==> config.mk <==
export PLATFORM = sky130hd
export DESIGN_NAME = vga_timing_gen
export DESIGN_NICKNAME = d
export VERILOG_FILES = /design/src/rtl/vga_timing_gen.sv
export SDC_FILE = /design/constraint.sdc
export NUM_CORES = 1
export LEC_CHECK = 0
export ABC_AREA = 1
export CORE_MARGIN = 5
export CORE_UTILIZATION = 60
export DETAILED_ROUTE_END_ITERATION = 10
export DONT_BUFFER_PORTS = 1
export GPL_TIMING_DRIVEN = 0
export PLACE_DENSITY = 0.76
export SLEW_MARGIN = 20
export SYNTH_ARGS = -nofsm -noshare
export SYNTH_HDL_FRONTEND = slang
export SYNTH_SLANG_ARGS = --single-unit
==> constraint.sdc <==
create_clock -name vga_clk -period 2.6 [get_ports vga_clk]
set_clock_uncertainty 0.15 [all_clocks]
set_input_delay 0.39 -clock vga_clk [delete_from_list [all_inputs] [get_ports vga_clk]]
set_output_delay 0.39 -clock vga_clk [all_outputs]
set_load 0.005 [all_outputs]
==> src/rtl/vga_timing_gen.sv <==
// Raster timing generator: cascaded line/frame counters, registered active window,
// start pulses, frame counter, and a programmable-depth sync/blank delay line.
module vga_timing_gen #(
    parameter int H_SYNC   = 96,
    parameter int H_BP     = 48,
    parameter int H_ACTIVE = 640,
    parameter int H_FP     = 16,
    parameter int V_SYNC   = 2,
    parameter int V_BP     = 33,
    parameter int V_ACTIVE = 480,
    parameter int V_FP     = 10,
    parameter bit SYNC_POL = 1'b0,
    parameter int PIPE_DLY = 1
) (
    input  logic       vga_clk,
    input  logic       rst_n,
    output logic [9:0] pixel_x,
    output logic [9:0] pixel_y,
    output logic       video_on,
    output logic       hsync,
    output logic       vsync,
    output logic       blank_n,
    output logic       line_start,
    output logic       frame_start,
    output logic [7:0] frame_cnt
);

    localparam int H_TOTAL = H_SYNC + H_BP + H_ACTIVE + H_FP;
    localparam int V_TOTAL = V_SYNC + V_BP + V_ACTIVE + V_FP;

    // Window bounds held at 11 bits so an end bound of 1024 stays representable.
    localparam logic [9:0]  H_LAST    = 10'(H_TOTAL - 1);
    localparam logic [9:0]  V_LAST    = 10'(V_TOTAL - 1);
    localparam logic [10:0] H_SYNC_E  = 11'(H_SYNC);
    localparam logic [10:0] V_SYNC_E  = 11'(V_SYNC);
    localparam logic [10:0] H_ACT_BEG = 11'(H_SYNC + H_BP);
    localparam logic [10:0] H_ACT_END = 11'(H_SYNC + H_BP + H_ACTIVE);
    localparam logic [10:0] V_ACT_BEG = 11'(V_SYNC + V_BP);
    localparam logic [10:0] V_ACT_END = 11'(V_SYNC + V_BP + V_ACTIVE);

    logic [9:0] h_cnt, v_cnt;
    logic [9:0] h_nxt, v_nxt;
    logic       h_wrap, frame_wrap;
    logic       active_nxt, hs_nxt, vs_nxt;
    logic       hs_p0, vs_p0;

    // Everything registered below is derived from the next-state counts so it
    // lines up with pixel_x/pixel_y in the same cycle.
    always_comb begin
        h_wrap     = (h_cnt == H_LAST);
        h_nxt      = h_wrap ? 10'd0 : h_cnt + 10'd1;
        v_nxt      = v_cnt;
        if (h_wrap) begin
            v_nxt = (v_cnt == V_LAST) ? 10'd0 : v_cnt + 10'd1;
        end
        frame_wrap = h_wrap && (v_cnt == V_LAST);
        active_nxt = ({1'b0, h_nxt} >= H_ACT_BEG) && ({1'b0, h_nxt} < H_ACT_END) &&
                     ({1'b0, v_nxt} >= V_ACT_BEG) && ({1'b0, v_nxt} < V_ACT_END);
        hs_nxt     = ({1'b0, h_nxt} < H_SYNC_E) ? SYNC_POL : ~SYNC_POL;
        vs_nxt     = ({1'b0, v_nxt} < V_SYNC_E) ? SYNC_POL : ~SYNC_POL;
    end

    // Stage p0: counters and raw timing flags
    always_ff @(posedge vga_clk or negedge rst_n) begin
        if (!rst_n) begin
            h_cnt       <= 10'd0;
            v_cnt       <= 10'd0;
            video_on    <= 1'b0;
            hs_p0       <= ~SYNC_POL;
            vs_p0       <= ~SYNC_POL;
            line_start  <= 1'b0;
            frame_start <= 1'b0;
            frame_cnt   <= 8'd0;
        end else begin
            h_cnt       <= h_nxt;
            v_cnt       <= v_nxt;
            video_on    <= active_nxt;
            hs_p0       <= hs_nxt;
            vs_p0       <= vs_nxt;
            line_start  <= h_wrap;
            frame_start <= frame_wrap;
            if (frame_wrap) begin
                frame_cnt <= frame_cnt + 8'd1;
            end
        end
    end

    assign pixel_x = h_cnt;
    assign pixel_y = v_cnt;

    // Stage p1..pN: delay line matching the renderer's registered RGB latency
    generate
        if (PIPE_DLY == 0) begin : g_no_dly
            assign hsync   = hs_p0;
            assign vsync   = vs_p0;
            assign blank_n = video_on;
        end else begin : g_dly
            logic [2:0] dly_p [PIPE_DLY];

            always_ff @(posedge vga_clk or negedge rst_n) begin
                if (!rst_n) begin
                    for (int i = 0; i < PIPE_DLY; i++) begin
                        dly_p[i] <= {~SYNC_POL, ~SYNC_POL, 1'b0};
                    end
                end else begin
                    dly_p[0] <= {hs_p0, vs_p0, video_on};
                    for (int i = 1; i < PIPE_DLY; i++) begin
                        dly_p[i] <= dly_p[i-1];
                    end
                end
            end

            assign hsync   = dly_p[PIPE_DLY-1][2];
            assign vsync   = dly_p[PIPE_DLY-1][1];
            assign blank_n = dly_p[PIPE_DLY-1][0];
        end
    endgenerate

endmodule

* Word-level counts from Yosys, hierarchy flattened
Cells that the tools add are included.
** Storage, ports and cells
- Input bits :: 2
- Flip-flop bits (word level) :: 36
- Word-level logic and storage cells :: 29
- Output and inout port bits :: 34
** Operators by class
- Add/sub/neg operators :: 3
- Equal/unequal tests :: 2
- Muxes and demuxes :: 5
- Reductions and logical operators :: 4
- Magnitude comparators :: 6
** Operators with widths (count)
- $mux W10 :: 3
- $add A10 B1 Y10 const B :: 2
- $eq A10 B10 Y1 const B :: 2
- $lt A10 B10 Y1 const B :: 2
- $ge A10 B6 Y1 const B :: 1
- $ge A10 B8 Y1 const B :: 1
- $lt A10 B2 Y1 const B :: 1
- $lt A10 B7 Y1 const B :: 1
- $add A8 B1 Y8 const B :: 1
- $logic_and A1 B1 Y1 :: 4
- $mux W1 :: 2

* Depth between registers and ports, before layout
Gate-level depths: netlist of the first run.
- Depth in word-level cells :: 6
- Depth in mapped cells :: 15

* Worst setup path before layout of the first run
Ideal clock, no wire load.
- Path type :: register to register
- Start :: register v_cnt[0], in the netlist pixel_y[0]
- End :: register video_on
- Arrival time :: 1.594 ns
- Cell stages (with the launch flop) :: 14
- Data required time :: 2.331 ns
- Clock period less this slack :: 1.863 ns
- Path slack :: 0.737 ns
- Buffers on the path :: 0
- Cell sequence :: dfrtp_1 inv_2 ha_1 nand2_1 nor2_1 nand4_2 nor2_8 inv_2 nand3_2 nand2_1 nor2_2 nand2_1 nand2_1 nor2_1
** Between the ends
- Longest elaborated chain between the ends :: 6
- Elaborated cells on any way between the ends :: 8
- Classes of those cells :: 1 x add/sub; 2 x order compare; 1 x eq/ne; 2 x mux; 2 x reduce/logical
** Ends and longest elaborated chain
- start, declared :: line 41 : logic [9:0] h_cnt, v_cnt;
- start signal, assigned :: line 76 : v_cnt <= v_nxt;
- $add A10 B1 Y10 / $eq A10 B10 Y1 (equally long branches) :: line 54 : v_nxt = (v_cnt == V_LAST) ? 10'd0 : v_cnt + 10'd1;
- $mux W10 :: line 54
- $mux W10 * :: line 53 : if (h_wrap) begin
- $ge A10 B6 Y1 :: line 58 : ({1'b0, v_nxt} >= V_ACT_BEG) && ({1'b0, v_nxt} < V_ACT_END);
- $logic_and A1 B1 Y1 :: line 57 : active_nxt = ({1'b0, h_nxt} >= H_ACT_BEG) && ({1'b0, h_nxt} < H_ACT_END) &&
- $logic_and A1 B1 Y1 * :: line 58
- named net active_nxt :: line 44 : logic active_nxt, hs_nxt, vs_nxt;
- end signal, assigned :: line 77 : video_on <= active_nxt;
- end, declared :: line 19 : output logic video_on,
The timed path passes the listed nets; every way through them passes the cells marked *.
A chain may end at the register's enable or synchronous reset.

* Worst setup path after layout of the first run
Ends and elaborated chain as after synthesis.

==> summary.txt, run 1 <==
Worst setup path
  – Critical path capture point type: flip-flop
  – Worst path max stage delay: 0.47 ns
  – Crit-path max FO: 7
  – Required time worst endpoint: 2.69 ns
  – Critical path cell sequence: inv_2, ha_1, nand2_1, nor2_1, nand4_2, nor2_8, inv_2, nand3_2, nand2_1, nor2_2, nand2_1, nand2_1, nor2_1
  – Most frequent CP cell: nand2_1
  – Kind of critical path: reg2reg
  – Slowest-stage cell, CP: dfrtp_1
  – Startpoint class of the critical path: flip-flop
  – WP data arrival: 2.25 ns

STA
  – RSZ-0062 raised after global routing: false
  – FMAX: 464 MHz
  – Final Slew Violations: 0
  – Max_slew headroom: 0.780
  – Final setup vio count: 0
  – Fin. Hold Viols: 0
  – Tightest Pin Transition: 0.329 ns
  – TNS Setup: 0 ns
  – Final period utilization: 0.830
  – Fin worst setup slack: 0.443 ns
  – Min Clock Period, post-route: 2.16 ns

Clocking
  – CTS sink count: 36
  – Latest clock arrival within the worst-skew pair: 0.34 ns
  – CTS buffer count: 5
  – CTS tree: built
  – Clock transition at path regs: 0.11 ns
  – CTS root buf: clkbuf_4
  – H-tree levels: 2
  – Post-CTS setup buffers: 0
  – Clk buf depth: 2

Global routing
  – Grt met2 use: 0.289
  – Grt met3 use: 0.0549
  – Grt ovf: 0
  – Largest net degree at the start of global routing: 37
  – Initial antenna violation count: 0
  – First-pass GRT wire length: 6.46 mm
  – Vias in the first global route: 1419
  – Gr busiest metal: met2
  – GR Layer Usage met1: 0.249
  – All-Layer GR Usage: 0.191

Yosys
  – Top-area cell type share of the netlist area: 0.403
  – Mapped Avg Cell Area: 8.02 sq um
  – Post-synth top area cell: dfrtp_1
  – Mapped Nets: 255
  – Syn Inst Count: 248
  – Register area share after synthesis: 0.456
  – Synth area leaders: dfrtp_1 (40%), nand2_1 (14%), inv_1 (7.9%)
  – Number of distinct library cells after synthesis: 27
  – FF+latch count, synth: 36
  – YS warnings: 0
  – Mapped cell area: 1990 sq um

Finish
  – Finished Cell Area: 2130 sq um
  – Commonest non-fill, non-tap cell in the layout: nand2_1
  – Fraction of layout instances using a drive strength above 1: 0.143
  – ANT cells: 0
  – Leading cell types in the layout, fill and taps excluded: nand2_1 (73), inv_1 (42), dfrtp_1 (32), nor2_1 (26), nand3_1 (17)
  – Final nets: 264
  – Layout fillers: 285
  – Footprint of the multi-input gates: 910 sq um
  – Finished Core Util: 0.649
  – Cell Count, Final, Fillers Out: 304
  – Area grow syn2layout: 7.24%
  – Sequential Area: 906 sq um

Hold path
  – Worst Hold Class: reg2reg

Floorplanning
  – I/O pin total: 36
  – Initial Util: 0.605
  – Die height: 67.6 um
  – Rows: 21
  – Core Footprint: 3280 sq um
  – Die Wd: 67.6 um
  – Die area: 4570 sq um

Placement
  – Placed Area: 2050 sq um
  – HPWL Detailed: 2.89 mm
  – DP Worst Slack: 0.468 ns
  – RePlAce Congestion: 0.830
  – Cells after DPL: 294
  – I/O Buffers: 0

Pwr
  – Sw Ratio: 0.236
  – Net Switching: 207 uW
  – Internal Power: 668 uW
  – Maximum vdd drop: 0.194 mV
  – Sequential cell fraction of total power: 0.640
  – Clk pwr share: 0.343
  – Power Density: 410 nW/um^2
  – Static Leakage: 1.28 nW
  – Logic gate share of total power: 0.017

Drt
  – Wirelength per Cell: 12.5 um
  – DRC viols: 0
  – First-pass iteration count of the detailed router: 4
  – DRT Wirelength: 3.80 mm
  – Vias per cell: 5.01
  – Iter 0 DRT Violations: 112
  – Routed Antenna Nets: 0
  – Via Count: 1524

Status
  – Status: finished clean

Flow run
  – Max cap viols: 0
worst paths after layout:
path,startpoint,endpoint,slack (ns),cells past startpoint
max,pixel_y[0],video_on,0.44,13
min,vs_p0,g_dly.dly_p[1],0.21,0
max reg2reg,pixel_y[0],video_on,0.44,13
min reg2reg,vs_p0,g_dly.dly_p[1],0.21,0
max in group asynchronous,rst_n,g_dly.dly_p[2],1.71,2
min in group asynchronous,rst_n,g_dly.dly_p[0],0.34,2
per-stage QoR:
step           hold slack (ns)  power (mW)
3_3_place_gp           -0.0545       0.571
3_5_place_dp           -0.0546       0.571
2_1_floorplan          -0.0556       0.571
5_1_grt                  0.219       0.908
4_1_cts                  0.215       0.889
6_report                 0.214       0.875
flip-flops by register name, summed over array words and instances, names as in the netlist:
| signal | count |
|---|---|
| video_on | 1 |
| g_dly.dly_p | 3 |
| frame_cnt | 8 |
| line_start | 1 |
| vs_p0 | 1 |
| frame_start | 1 |
| hs_p0 | 1 |
| pixel_y | 10 |
| pixel_x | 10 |
critical path: cells and delay by family (launching register included):
family,cells,cell delay [ns]
flops,1,0.47
fa+ha+maj,1,0.18
simple gates,10,1.05
buf+inv,2,0.19
kinds of logic (layout without fill, tap and decap cells):
group	after synthesis	in the layout	share of synthesized area
buffers and inverters	46	56	0.0868
DFF	36	36	0.456
and+or+nand+nor	145	145	0.364
AOI/OAI and AO/OA	8	8	0.0264
adders and majority gates	5	5	0.0315
xor gates and xnor gates	8	8	0.0352
power by group through the flow:
stage                     clock network (mW)    logic, mW  registers [mW]
after floorplan                            0  0.000000753           0.571
after global placement                     0  0.000000753           0.571
after detailed placement                   0  0.000000753           0.571
after CTS                              0.313       0.0157           0.560
after global routing                   0.330       0.0179           0.560
final                                  0.300       0.0147           0.560
area by class of cell:
cell class                      count  share of cell area
Tap cell                           46              0.0270
Multi-Input combinational cell    166               0.427
Sequential cell                    36               0.425
Clock inverter                      3             0.00880
Timing Repair Buffer                2              0.0141
Inverter                           46              0.0810
Clock buffer                        5              0.0176
cells in the mapped netlist (all sizes together):
| cell | number |
|---|---|
| or2 | 1 |
| o21bai | 3 |
| ha | 5 |
| dfrtp | 32 |
| nor2 | 34 |
| nand4 | 10 |
| a21o | 1 |
| dfstp | 4 |
| o211ai | 1 |
| xor2 | 4 |
| xnor2 | 4 |
| inv | 46 |
| o21ai | 2 |
| nor3 | 3 |
| a21oi | 1 |
| nand2 | 76 |
| nand3 | 21 |
per-layer routing:
metal / wire [um] / vias to the layer above / part of all wire
met5: 0 / - / 0
met4: 96 / 0 / 0.025
met3: 318 / 10 / 0.084
met2: 1710 / 50 / 0.45
met1: 1680 / 680 / 0.44
li1: - / 784 / -
repair_timing:
action / CTS / global route
endpoints found under the setup margin: 0 / 0
hold buffers: 2 / 0
gates resized for setup: 0 / 0
hold endpoints to repair: 36 / 0
Note: power is estimated with default switching activity, not from simulation.
==> run 2, diff against run 1 <==
--- a/config.mk
+++ b/config.mk
@@ -7,11 +7,11 @@
 export LEC_CHECK = 0
 export ABC_AREA = 1
 export CORE_MARGIN = 5
-export CORE_UTILIZATION = 60
+export CORE_UTILIZATION = 56
 export DETAILED_ROUTE_END_ITERATION = 10
 export DONT_BUFFER_PORTS = 1
 export GPL_TIMING_DRIVEN = 0
-export PLACE_DENSITY = 0.76
+export PLACE_DENSITY = 0.74
 export SLEW_MARGIN = 20
 export SYNTH_ARGS = -nofsm -noshare
 export SYNTH_HDL_FRONTEND = slang
==> constraint.sdc (replaced) <==
create_clock -name vga_clk -period 1.8 [get_ports vga_clk]
set_clock_uncertainty 0.15 [all_clocks]
set_input_delay 0.27 -clock vga_clk [delete_from_list [all_inputs] [get_ports vga_clk]]
set_output_delay 0.27 -clock vga_clk [all_outputs]
set_load 0.005 [all_outputs]
==> run 2 against run 1 <==
Against the previous run:
- the flow now finishes with violations (negative setup slack)
- die area is 6.1% higher
- register-to-register slack worse by 0.64 ns
- count of clock-buffer cells in the layout is 2 higher
- cell count is 5.3% higher
- critical endpoint is now frame_cnt[7]
- largest cell class unchanged
==> summary.txt, run 2 (synthesis results as in run 1) <==
Finish
  – Finished Cell Area: 2510 sq um (+18%)
  – Sequential Area: 913 sq um (+0.83%)
  – ANT cells: 0 (unchanged)
  – Area grow syn2layout: 26.2%
  – Final nets: 281 (+6.4%)
  – Layout fillers: 227 (-20%)
  – Fraction of layout instances using a drive strength above 1: 0.328 (+0.185)
  – Leading cell types in the layout, fill and taps excluded: nand2_1 (59), inv_1 (39), dfrtp_1 (26), nor2_1 (18), nand3_1 (16)
  – Footprint of the multi-input gates: 1120 sq um (+24%)
  – Commonest non-fill, non-tap cell in the layout: nand2_1

Clocking
  – Clk buf depth: 2 (unchanged)
  – CTS root buf: clkbuf_4
  – CTS tree: built
  – CTS buffer count: 5 (unchanged)
  – H-tree levels: 2 (unchanged)
  – Clock transition at path regs: 0.10 ns (about the same)
  – Latest clock arrival within the worst-skew pair: 0.35 ns (about the same)
  – CTS sink count: 36 (unchanged)

Global routing
  – Grt ovf: 0 (unchanged)
  – Vias in the first global route: 1535 (+8.2%)
  – Initial antenna violation count: 0 (unchanged)
  – All-Layer GR Usage: 0.195 (+0.00398)
  – Largest net degree at the start of global routing: 37 (unchanged)
  – First-pass GRT wire length: 7.56 mm (+17%)

Placement
  – RePlAce Congestion: 0.875 (+5.3%)
  – I/O Buffers: 0 (unchanged)
  – Placed Area: 2060 sq um (+0.49%)
  – HPWL Detailed: 2.98 mm (+2.9%)

Worst setup path
  – Required time worst endpoint: 1.88 ns (-0.81 ns)
  – Kind of critical path: reg2reg
  – Flop-to-flop setup slack: -0.20 ns (-0.64 ns)
  – RR Startpoint: pixel_x[0]
  – Cells on worst reg2reg path: 9 (-4)
  – WP data arrival: 2.08 ns (-0.17 ns)
  – Reg2Reg Capture Point: frame_cnt[7]
  – Crit-path max FO: 6 (-1)
  – Critical path capture point type: flip-flop
  – Startpoint class of the critical path: flip-flop

Floorplanning
  – Rows: 21 (unchanged)
  – Die Wd: 69.6 um (+3.0%)
  – Die area: 4840 sq um (+6.1%)
  – I/O pin total: 36 (unchanged)
  – Initial Util: 0.587 (-0.0188)
  – Core Footprint: 3390 sq um (+3.2%)
  – Die height: 69.6 um (+3.0%)

Hold path
  – Worst hold path stage count: 0 (unchanged)
  – Min-delay src: hs_p0
  – Worst Hold Class: reg2reg
  – Worst Hold End: g_dly.dly_p[2]

Pwr
  – Static Leakage: 1.41 nW (+11%)
  – Maximum vdd drop: 0.248 mV (+28%)
  – Power Density: 521 nW/um^2 (+27%)
  – Total power: 1.31 mW (+49%)

Drt
  – Iter 0 DRT Violations: 102 (-8.9%)
  – DRT Wirelength: 4.64 mm (+22%)
  – Wirelength per Cell: 14.5 um (+16%)
  – Routed Antenna Nets: 0 (unchanged)
  – Vias per cell: 5.24 (+4.6%)
  – Via Count: 1678 (+10%)
  – First-pass iteration count of the detailed router: 5 (+1)
  – DRC viols: 0 (unchanged)

STA
  – Fin. Hold Viols: 0 (unchanged)
  – Tightest Pin Transition: 0.429 ns (+0.0999 ns)
  – Final period utilization: 1.11 (+0.282)
  – FMAX: 500 MHz (+7.8%)
  – Min Clock Period, post-route: 2.00 ns (-0.155 ns)
  – Fin worst setup slack: -0.201 ns (-0.645 ns)
  – Max_slew headroom: 0.713 (-0.0669)
  – Final setup vio count: 6 (+6)
  – Final Slew Violations: 0 (unchanged)
  – RSZ-0062 raised after global routing: true

Flow run
  – Max cap viols: 0 (unchanged)

Status
  – Status: complete, but fails checks
  – Failing checks: negative setup slack
==> run 2: cell types whose count changed in the layout (fill, tap and decap cells not counted), moves of 4 or more <==
cell	before	now
nand2_2	2	10
buf_6	0	5
nand2_4	1	6
nor2_2	5	9
nor2_4	1	5
buf_4	0	11
nor2_1	26	18
nand2_1	73	59
dfrtp_1	32	26
dfrtp_2	0	6
==> run 2: metal layers <==
layer	GRT usage	up-vias	share of wire
li1	-	821	-
met1	0.240	784	0.40
met2	0.315	62	0.50
met3	0.0754	11	0.078
met4	0.0651	0	0.018
met5	0	-	0
==> run 2: where the power goes <==
group / total, mW / switching (mW) / internal (mW)
Combinational: 0.0214 / 0.0154 / 0.00593
Clock: 0.477 / 0.256 / 0.221
Sequential: 0.809 / 0 / 0.809
Total: 1.31 / 0.272 / 1.04
==> run 2: repair_timing <==
item / 4_1_cts / 5_1_grt
setup endpoints to repair: 10 / 13
resized for setup: 30 / 31
hold endpoints to repair: 36 / 0
buffers inserted: 9 / 7
pin swaps: 12 / 17
gates cloned: 1 / 0
hold buffers: 2 / 0
==> run 2: stage by stage <==
| step | TNS (ns) | hold WS [ns] | util | std cells | setup slack (ns) |
|---|---|---|---|---|---|
| 2_1_floorplan | -0.0514 | -0.176 | - | 248 | -0.0308 |
| 3_3_place_gp | -1.01 | -0.175 | 0.606 | 294 | -0.288 |
| 3_5_place_dp | -1.21 | -0.175 | 0.606 | 294 | -0.290 |
| 4_1_cts | -0.578 | 0.213 | 0.693 | 313 | -0.159 |
| 5_1_grt | -1.84 | 0.221 | 0.740 | 320 | -0.315 |
| 6_report | -0.795 | 0.212 | 0.740 | 320 | -0.201 |
==> run 2: layout make-up <==
type / instances / share of cell area
repair buffers: 18 / 0.0673
inverters: 46 / 0.0718
multi-input cells: 167 / 0.448
well taps: 46 / 0.0229
flip-flops and latches: 36 / 0.364
clock buffers: 7 / 0.0259
==> run 2: worst max-delay path by stage <==
stage	from	to	slack, ns	depth (start not counted)
after floorplan	pixel_x[0]	frame_cnt[7]	-0.03	9
after global placement	pixel_y[0]	video_on	-0.29	13
after detailed placement	pixel_x[0]	video_on	-0.29	12
after CTS	pixel_x[0]	video_on	-0.16	12
after global routing	pixel_x[2]	video_on	-0.31	12
final	pixel_x[0]	frame_cnt[7]	-0.20	9
==> run 2: worst max-delay path, cell delays in order, from the launching register on <==
cell     delay (ns)
dfrtp_2        0.46
ha_4           0.17
nand2_4        0.07
nor2_8         0.21
nand3_4        0.17
nor2_4         0.17
nand4_4        0.12
nor2_4         0.14
nand3_2        0.09
xnor2_2        0.14
